===== config.mk =====
export PLATFORM = sky130hd
export DESIGN_NAME = demux_1to2_buffered
export DESIGN_NICKNAME = d
export VERILOG_FILES = /design/src/rtl/demux_1to2_buffered.sv
export SDC_FILE = /design/constraint.sdc
export NUM_CORES = 1
export LEC_CHECK = 0
export CAP_MARGIN = 15
export CORE_AREA = 2 2 100 102
export CTS_CLUSTER_DIAMETER = 150
export CTS_CLUSTER_SIZE = 10
export DETAILED_ROUTE_END_ITERATION = 10
export DIE_AREA = 0 0 102 104
export PLACE_DENSITY = 0.68
export SYNTH_ARGS = -nofsm -noshare
export SYNTH_HDL_FRONTEND = slang
export SYNTH_SLANG_ARGS = --single-unit

===== constraint.sdc =====
create_clock -name clk -period 3.45 [get_ports clk]
set_clock_uncertainty 0.05 [all_clocks]
set_input_delay 0.69 -clock clk [delete_from_list [all_inputs] [get_ports clk]]
set_output_delay 0.69 -clock clk [all_outputs]
set_load 0.05 [all_outputs]

===== src/rtl/demux_1to2_buffered.sv =====
// Registered 1-to-2 steering demux with valid/ready handshakes.
// Each output side has its own 2-entry FIFO and accepted-beat counter.

module demux_1to2_buffered_fifo #(
  parameter int WIDTH = 16,
  parameter int CNT_W = 8
) (
  input  logic             clk,
  input  logic             reset,
  input  logic             push,
  input  logic [WIDTH-1:0] push_data,
  input  logic             pop,
  output logic [WIDTH-1:0] head,
  output logic             valid,
  output logic             full,
  output logic [CNT_W-1:0] cnt
);
  localparam logic [1:0] EMPTY = 2'd0;
  localparam logic [1:0] ONE   = 2'd1;
  localparam logic [1:0] FULL  = 2'd2;
  localparam logic [CNT_W-1:0] CNT_ONE = CNT_W'(1);

  logic [1:0]            occ;
  logic                  rd;
  logic [1:0][WIDTH-1:0] mem;
  logic                  do_push, do_pop;

  assign valid   = (occ != EMPTY);
  assign full    = (occ == FULL);
  assign head    = mem[rd];
  assign do_push = push & ~full;
  assign do_pop  = pop & valid;

  // rd is left in place when draining to EMPTY so head keeps the last beat
  // and the next push lands in that same slot.
  always_ff @(posedge clk or posedge reset) begin
    if (reset) begin
      occ <= EMPTY;
      rd  <= 1'b0;
      mem <= '0;
      cnt <= '0;
    end else begin
      if (do_push) cnt <= cnt + CNT_ONE;
      case (occ)
        EMPTY: begin
          if (do_push) begin
            mem[rd] <= push_data;
            occ     <= ONE;
          end
        end
        ONE: begin
          if (do_push && do_pop) begin
            mem[~rd] <= push_data;
            rd       <= ~rd;
          end else if (do_push) begin
            mem[~rd] <= push_data;
            occ      <= FULL;
          end else if (do_pop) begin
            occ <= EMPTY;
          end
        end
        FULL: begin
          if (do_pop) begin
            rd  <= ~rd;
            occ <= ONE;
          end
        end
        default: occ <= EMPTY;
      endcase
    end
  end
endmodule

module demux_1to2_buffered #(
  parameter int WIDTH = 16,
  parameter int CNT_W = 8
) (
  input  logic             clk,
  input  logic             reset,
  input  logic [WIDTH-1:0] in_data,
  input  logic             in_sel,
  input  logic             in_valid,
  output logic             in_ready,
  output logic [WIDTH-1:0] out0_data,
  output logic             out0_valid,
  input  logic             out0_ready,
  output logic [WIDTH-1:0] out1_data,
  output logic             out1_valid,
  input  logic             out1_ready,
  output logic [CNT_W-1:0] cnt0,
  output logic [CNT_W-1:0] cnt1
);
  logic [1:0][WIDTH-1:0] data;
  logic [1:0][CNT_W-1:0] cnt;
  logic [1:0]            valid, full, ready, push;

  // Backpressure looks only at the selected FIFO's registered state.
  assign in_ready = ~full[in_sel];
  assign ready    = {out1_ready, out0_ready};

  for (genvar g = 0; g < 2; g++) begin : g_fifo
    assign push[g] = in_valid & in_ready & (in_sel == 1'(g));
    demux_1to2_buffered_fifo #(.WIDTH(WIDTH), .CNT_W(CNT_W)) u_fifo (
      .clk       (clk),
      .reset     (reset),
      .push      (push[g]),
      .push_data (in_data),
      .pop       (ready[g]),
      .head      (data[g]),
      .valid     (valid[g]),
      .full      (full[g]),
      .cnt       (cnt[g])
    );
  end

  assign out0_data  = data[0];
  assign out1_data  = data[1];
  assign out0_valid = valid[0];
  assign out1_valid = valid[1];
  assign cnt0       = cnt[0];
  assign cnt1       = cnt[1];
endmodule


# After elaboration in Yosys (flattened, before gate mapping)
# Index checks and enable logic that the tools add are counted.
dict set report op_classes {
  muxes 44
  n_div 0
  eq_ne 16
  addsub 2
  multipliers 0
  n_shift 0
  n_reduce_logical 20
  bitwise_logic 13
  n_lt_le_gt_ge 9
}
# cell count
set op_table {}
lappend op_table {{32-bit two-way mux} 6}
lappend op_table {{32-bit bitwise mux} 4}
lappend op_table {{16-bit two-way mux} 8}
lappend op_table {{32-bit one-hot mux with 2 select lines} 2}
lappend op_table {{16-bit demux with 1-bit select} 4}
lappend op_table {{2-bit two-way mux} 10}
lappend op_table {{8-bit by 1-bit adder with 8-bit output, second input constant} 2}
lappend op_table {{3-bit by 1-bit inequality test with 1-bit output, second input constant} 4}
lappend op_table {{2-bit one-hot mux with 3 select lines} 2}
lappend op_table {{3-bit AND reduction} 4}
lappend op_table {{2-bit nonzero test} 6}
lappend op_table {{1-bit by 2-bit < comparator with 1-bit output, second input constant} 5}
lappend op_table {{2-bit by 1-bit inequality test with 1-bit output, second input constant} 4}
lappend op_table {{2-bit inequality test, second input constant} 4}
lappend op_table {{4-bit AND reduction} 2}
lappend op_table {{1-bit bitwise AND} 7}
lappend op_table {{1-bit logical AND} 6}
lappend op_table {{1-bit two-way mux} 6}
lappend op_table {{1-bit inverter} 6}
lappend op_table {{2-bit by 1-bit equality test with 1-bit output, second input constant} 2}
lappend op_table {{2-bit equality test, second input constant} 2}
lappend op_table {{1-bit >= comparator, second input constant} 4}
lappend op_table {{2-bit zero test} 2}
lappend op_table {{1-bit one-hot mux with 2 select lines} 2}
dict set report word_totals {
  latchBits 0
  word_cells 114
  input_bits 22
  n_memories 0
  out_inout_bits 51
  reg_bits 86
  mem_bits_ro 0
  mem_bits_rw 0
}

# Longest topological paths before layout
dict set report logic_depth {
  depth_word 10
  mapped_depth 7
  ltp_nobuf 5
}

# Hierarchy
# Synthesis repeated with hierarchy kept, for this count alone.
dict set report hier_totals {
  cells_unflattened 273
  area_unflattened_um2 3951.3
}
# module seq_area_each_um2 instances area_per_inst_um2 cells_per_inst
set modules_own_cells {}
lappend modules_own_cells {{demux_1to2_buffered_fifo at g_fifo[0].u_fifo} 1076.0 1 1964.4 135}
lappend modules_own_cells {{demux_1to2_buffered_fifo at g_fifo[1].u_fifo} 1076.0 1 1960.6 135}
lappend modules_own_cells {demux_1to2_buffered 0.0 1 26.3 3}

# Worst setup path after synthesis
# Ideal clock, no wire load.
dict set report synth_timing {
  kind {input port to output port}
  start {in in_sel}
  end {out in_ready}
  path_stages 2
  t_required_ns 2.710
  n_path_buf 1
  arrival_ns 1.687
  setup_slack_ns 1.023
  cell_sequence {buf_4 > mux2i_1}
}
dict set report synth_between {
  elab_chain_len 3
}
# item line
set synth_rtl {}
lappend synth_rtl {{from (decl)} 81} ;# input logic in_sel,
lappend synth_rtl {{1-bit two-way mux (not written as such) (2 in series)} 98} ;# assign in_ready = ~full[in_sel];
lappend synth_rtl {{1-bit inverter} 98}
lappend synth_rtl {{to (decl)} 83} ;# output logic in_ready,
# Every way passes these cells. The select of a mux whose other input is x is not followed.

# Worst setup path in the final report
dict set report layout_timing {
  start {reg g_fifo[1].u_fifo.rd}
  end {out out1_data[15]}
}
dict set report layout_between {
  elab_chain_len 2
}
# item line
set layout_rtl {}
lappend layout_rtl {{from (decl)} 24} ;# logic rd;
lappend layout_rtl {{from (signal assigned)} 54} ;# rd <= ~rd;
lappend layout_rtl {{from (signal assigned)} 64} ;# rd <= ~rd;
lappend layout_rtl {{16-bit two-way mux (not written as such) (2 in series)} 30} ;# assign head = mem[rd];
lappend layout_rtl {{to (decl)} 87} ;# output logic [WIDTH-1:0] out1_data,
# Every way passes these cells. The select of a mux whose other input is x is not followed.

==> impl_metrics.tcl <==
set metrics [dict create \
    cts_resized 0 \
    reg2regPathDepth 5 \
    yosys_warnings 0 \
    dr_total_vias 2561 \
    gr-usage-all-layers_pct 16.6 \
    drt_first_iter_violations 72 \
    nets 405 \
    layout.cells.non_filler 508 \
    ys_seq_area_share_pct 51.0 \
    syn_area_sq_um 4220 \
    whs_path_depth 1 \
    setup_violations 0 \
    min_to "g_fifo[1].u_fifo.cnt[7]" \
    antennaDiodeCount 0 \
    r2r-end "g_fifo[0].u_fifo.mem[18]" \
    grt_max_degree 87 \
    async_flop_share_pct 100 \
    cts_setup_buffers 0 \
    viasPerCell 5.04 \
    cts_tree "yes" \
    maxSlewHeadroom_pct 36.5 \
    clockBufferDepth 2 \
    hold_viol 0 \
    max_freq_mhz 311 \
    ios 73 \
    fp.coreArea_sq_um 9550 \
    hp-start "g_fifo[1].u_fifo.cnt[7]" \
    worst_ep_arrival_time_ns 2.48 \
    syn_inst 297 \
    antenna_found_initial 0 \
    root_buffer "clkbuf_8" \
    drv_slew 0 \
    hold_buffers 0 \
    grt_pass1_wl_mm 13.6 \
    synth_top_area_share_pct 51.0 \
    cp_max_fo 21 \
    wirelength_mm 8.18 \
    final_cell_mix "dfrtp_1 (86), mux2_2 (76), clkdlybuf4s50_1 (71), mux2_4 (20), nand2_1 (12)" \
    synth_enable_flop_cells 0 \
    start_util_pct 44.2 \
    port_buffers 72 \
    final.min_clock_period_ns 3.22 \
    ys_ff_latch 86 \
    maxCapViolCount 0 \
    place_congestion 0.745 \
    cp-end-kind "output pin" \
    layout-drive-gt1-share_pct 32.5 \
    die_y_um 104 \
    rsz0062_at_grt "false" \
    tightest_slew_ns 0.953 \
    synth_area_leaders "dfrtp_1 (51%), mux2_2 (20%), mux2_4 (7.1%)" \
    dpl.hpwl_mm 5.36 \
    cts.sinks 86 \
    die_area_sq_um 10600 \
    fin_ws_ns 0.234 \
    final_antenna_net_count 0 \
    setup.worst_path.start_class "flop" \
    num_rows 36 \
    fin_tns_setup_ns 0 \
    die_w_um 102 \
    period_share_pct 93.2 \
    clk_latency_ns 0.36 \
    path_class "flop to output pin" \
    overflow 0 \
    dp.cells 495 \
    synth_cell_types 41 \
    synthToLayoutAreaGrowth_pct 23.8 \
    synth_area_leader_cell "dfrtp_1" \
    synth.avg_cell_area_sq_um 14.2 \
    r2r_setup_slack_ns 1.07 \
    grt_pass1_vias 2693 \
    firstDrtPassIters 2 \
    hold_path.class "flop to flop" \
    post-place-ws_ns 0.523 \
    status "finished, final reports clean" \
    htreeDepth 3 \
    final_common_cell "dfrtp_1" \
    syn-num-nets 329 \
    required_ns 2.71 \
    cts_buffers 9 \
    yosys_most_used_dff "dfrtp_1" \
    wl_per_cell_um 16.1 \
    drc_errors 0 \
    reg2reg_from "g_fifo[0].u_fifo.occ[0]" \
    clkTransAtPathRegs_ns 0.08 \
]
## worst max-delay path, cell delays in order (launching register included)
cell and delay, ns:
dfrtp_1 0.98, mux2_2 0.43, clkdlybuf4s50_1 0.70
## through the flow
stage               area [sq um]  hold WS [ns]  utilization [%]
global route                5230         0.448             54.7
detailed placement          5050         0.414             52.9
global placement            5050         0.405             52.9
finish                      5230         0.420             54.7
CTS                         5230         0.429             54.7
floorplan                   4220         0.402                -
## sequential cells by signal, indices dropped and copies added, names as in the netlist
name / cells
g_fifo.u_fifo.cnt: 16
g_fifo.u_fifo.occ: 4
g_fifo.u_fifo.mem: 64
g_fifo.u_fifo.rd: 2
## layer usage
| layer | track usage, % | wire length (um) |
|---|---|---|
| met1 | 22.7 | 3890 |
| met2 | 25.0 | 3790 |
| met3 | 3.63 | 336 |
| met4 | 7.52 | 165 |
| met5 | 0 | 0 |
## how the worst max path moves through the flow
| stage | startpoint | to | slack (ns) |
|---|---|---|---|
| floorplan | reset | g_fifo[0].u_fifo.cnt[0] | 0.49 |
| global placement | in_valid | g_fifo[0].u_fifo.mem[25] | 0.55 |
| detailed placement | in_valid | g_fifo[0].u_fifo.mem[25] | 0.52 |
| CTS | g_fifo[1].u_fifo.rd | out1_data[15] | 0.18 |
| global route | g_fifo[1].u_fifo.rd | out1_data[15] | 0.14 |
| finish | g_fifo[1].u_fifo.rd | out1_data[15] | 0.23 |
## kinds of logic (layout without fill, tap and decap cells)
| logic type | after synthesis | after routing | synth area share (%) |
|---|---|---|---|
| compound gates | 15 | 15 | 3.44 |
| xor+xnor | 16 | 16 | 3.32 |
| fa+ha+maj | 11 | 11 | 3.20 |
| buf+inv | 21 | 99 | 3.32 |
| flops | 86 | 86 | 51.0 |
| mux | 101 | 101 | 28.6 |
| simple gates | 47 | 47 | 7.06 |
## area by class of cell
type	count	area [sq um]
sequential	86	2150
inverter	9	35.0
timing repair buffer	77	768
fill	880	4320
tap	133	166
clock inverter	2	35.0
clock buffer	11	141
multi-input combinational	190	1930
## cells in the mapped netlist (all sizes together), types with 4 or more instances
cell    instances
nor2            4
inv             9
a21oi           5
nand2b          4
nand2          12
nor3            4
xor2            9
buf            11
ha             10
xnor2           7
nand4           5
dfrtp          86
mux2           98
o221ai          4
Power is not shown: default switching activity piles up to over one toggle a cycle in this logic, so the estimate is an artifact.
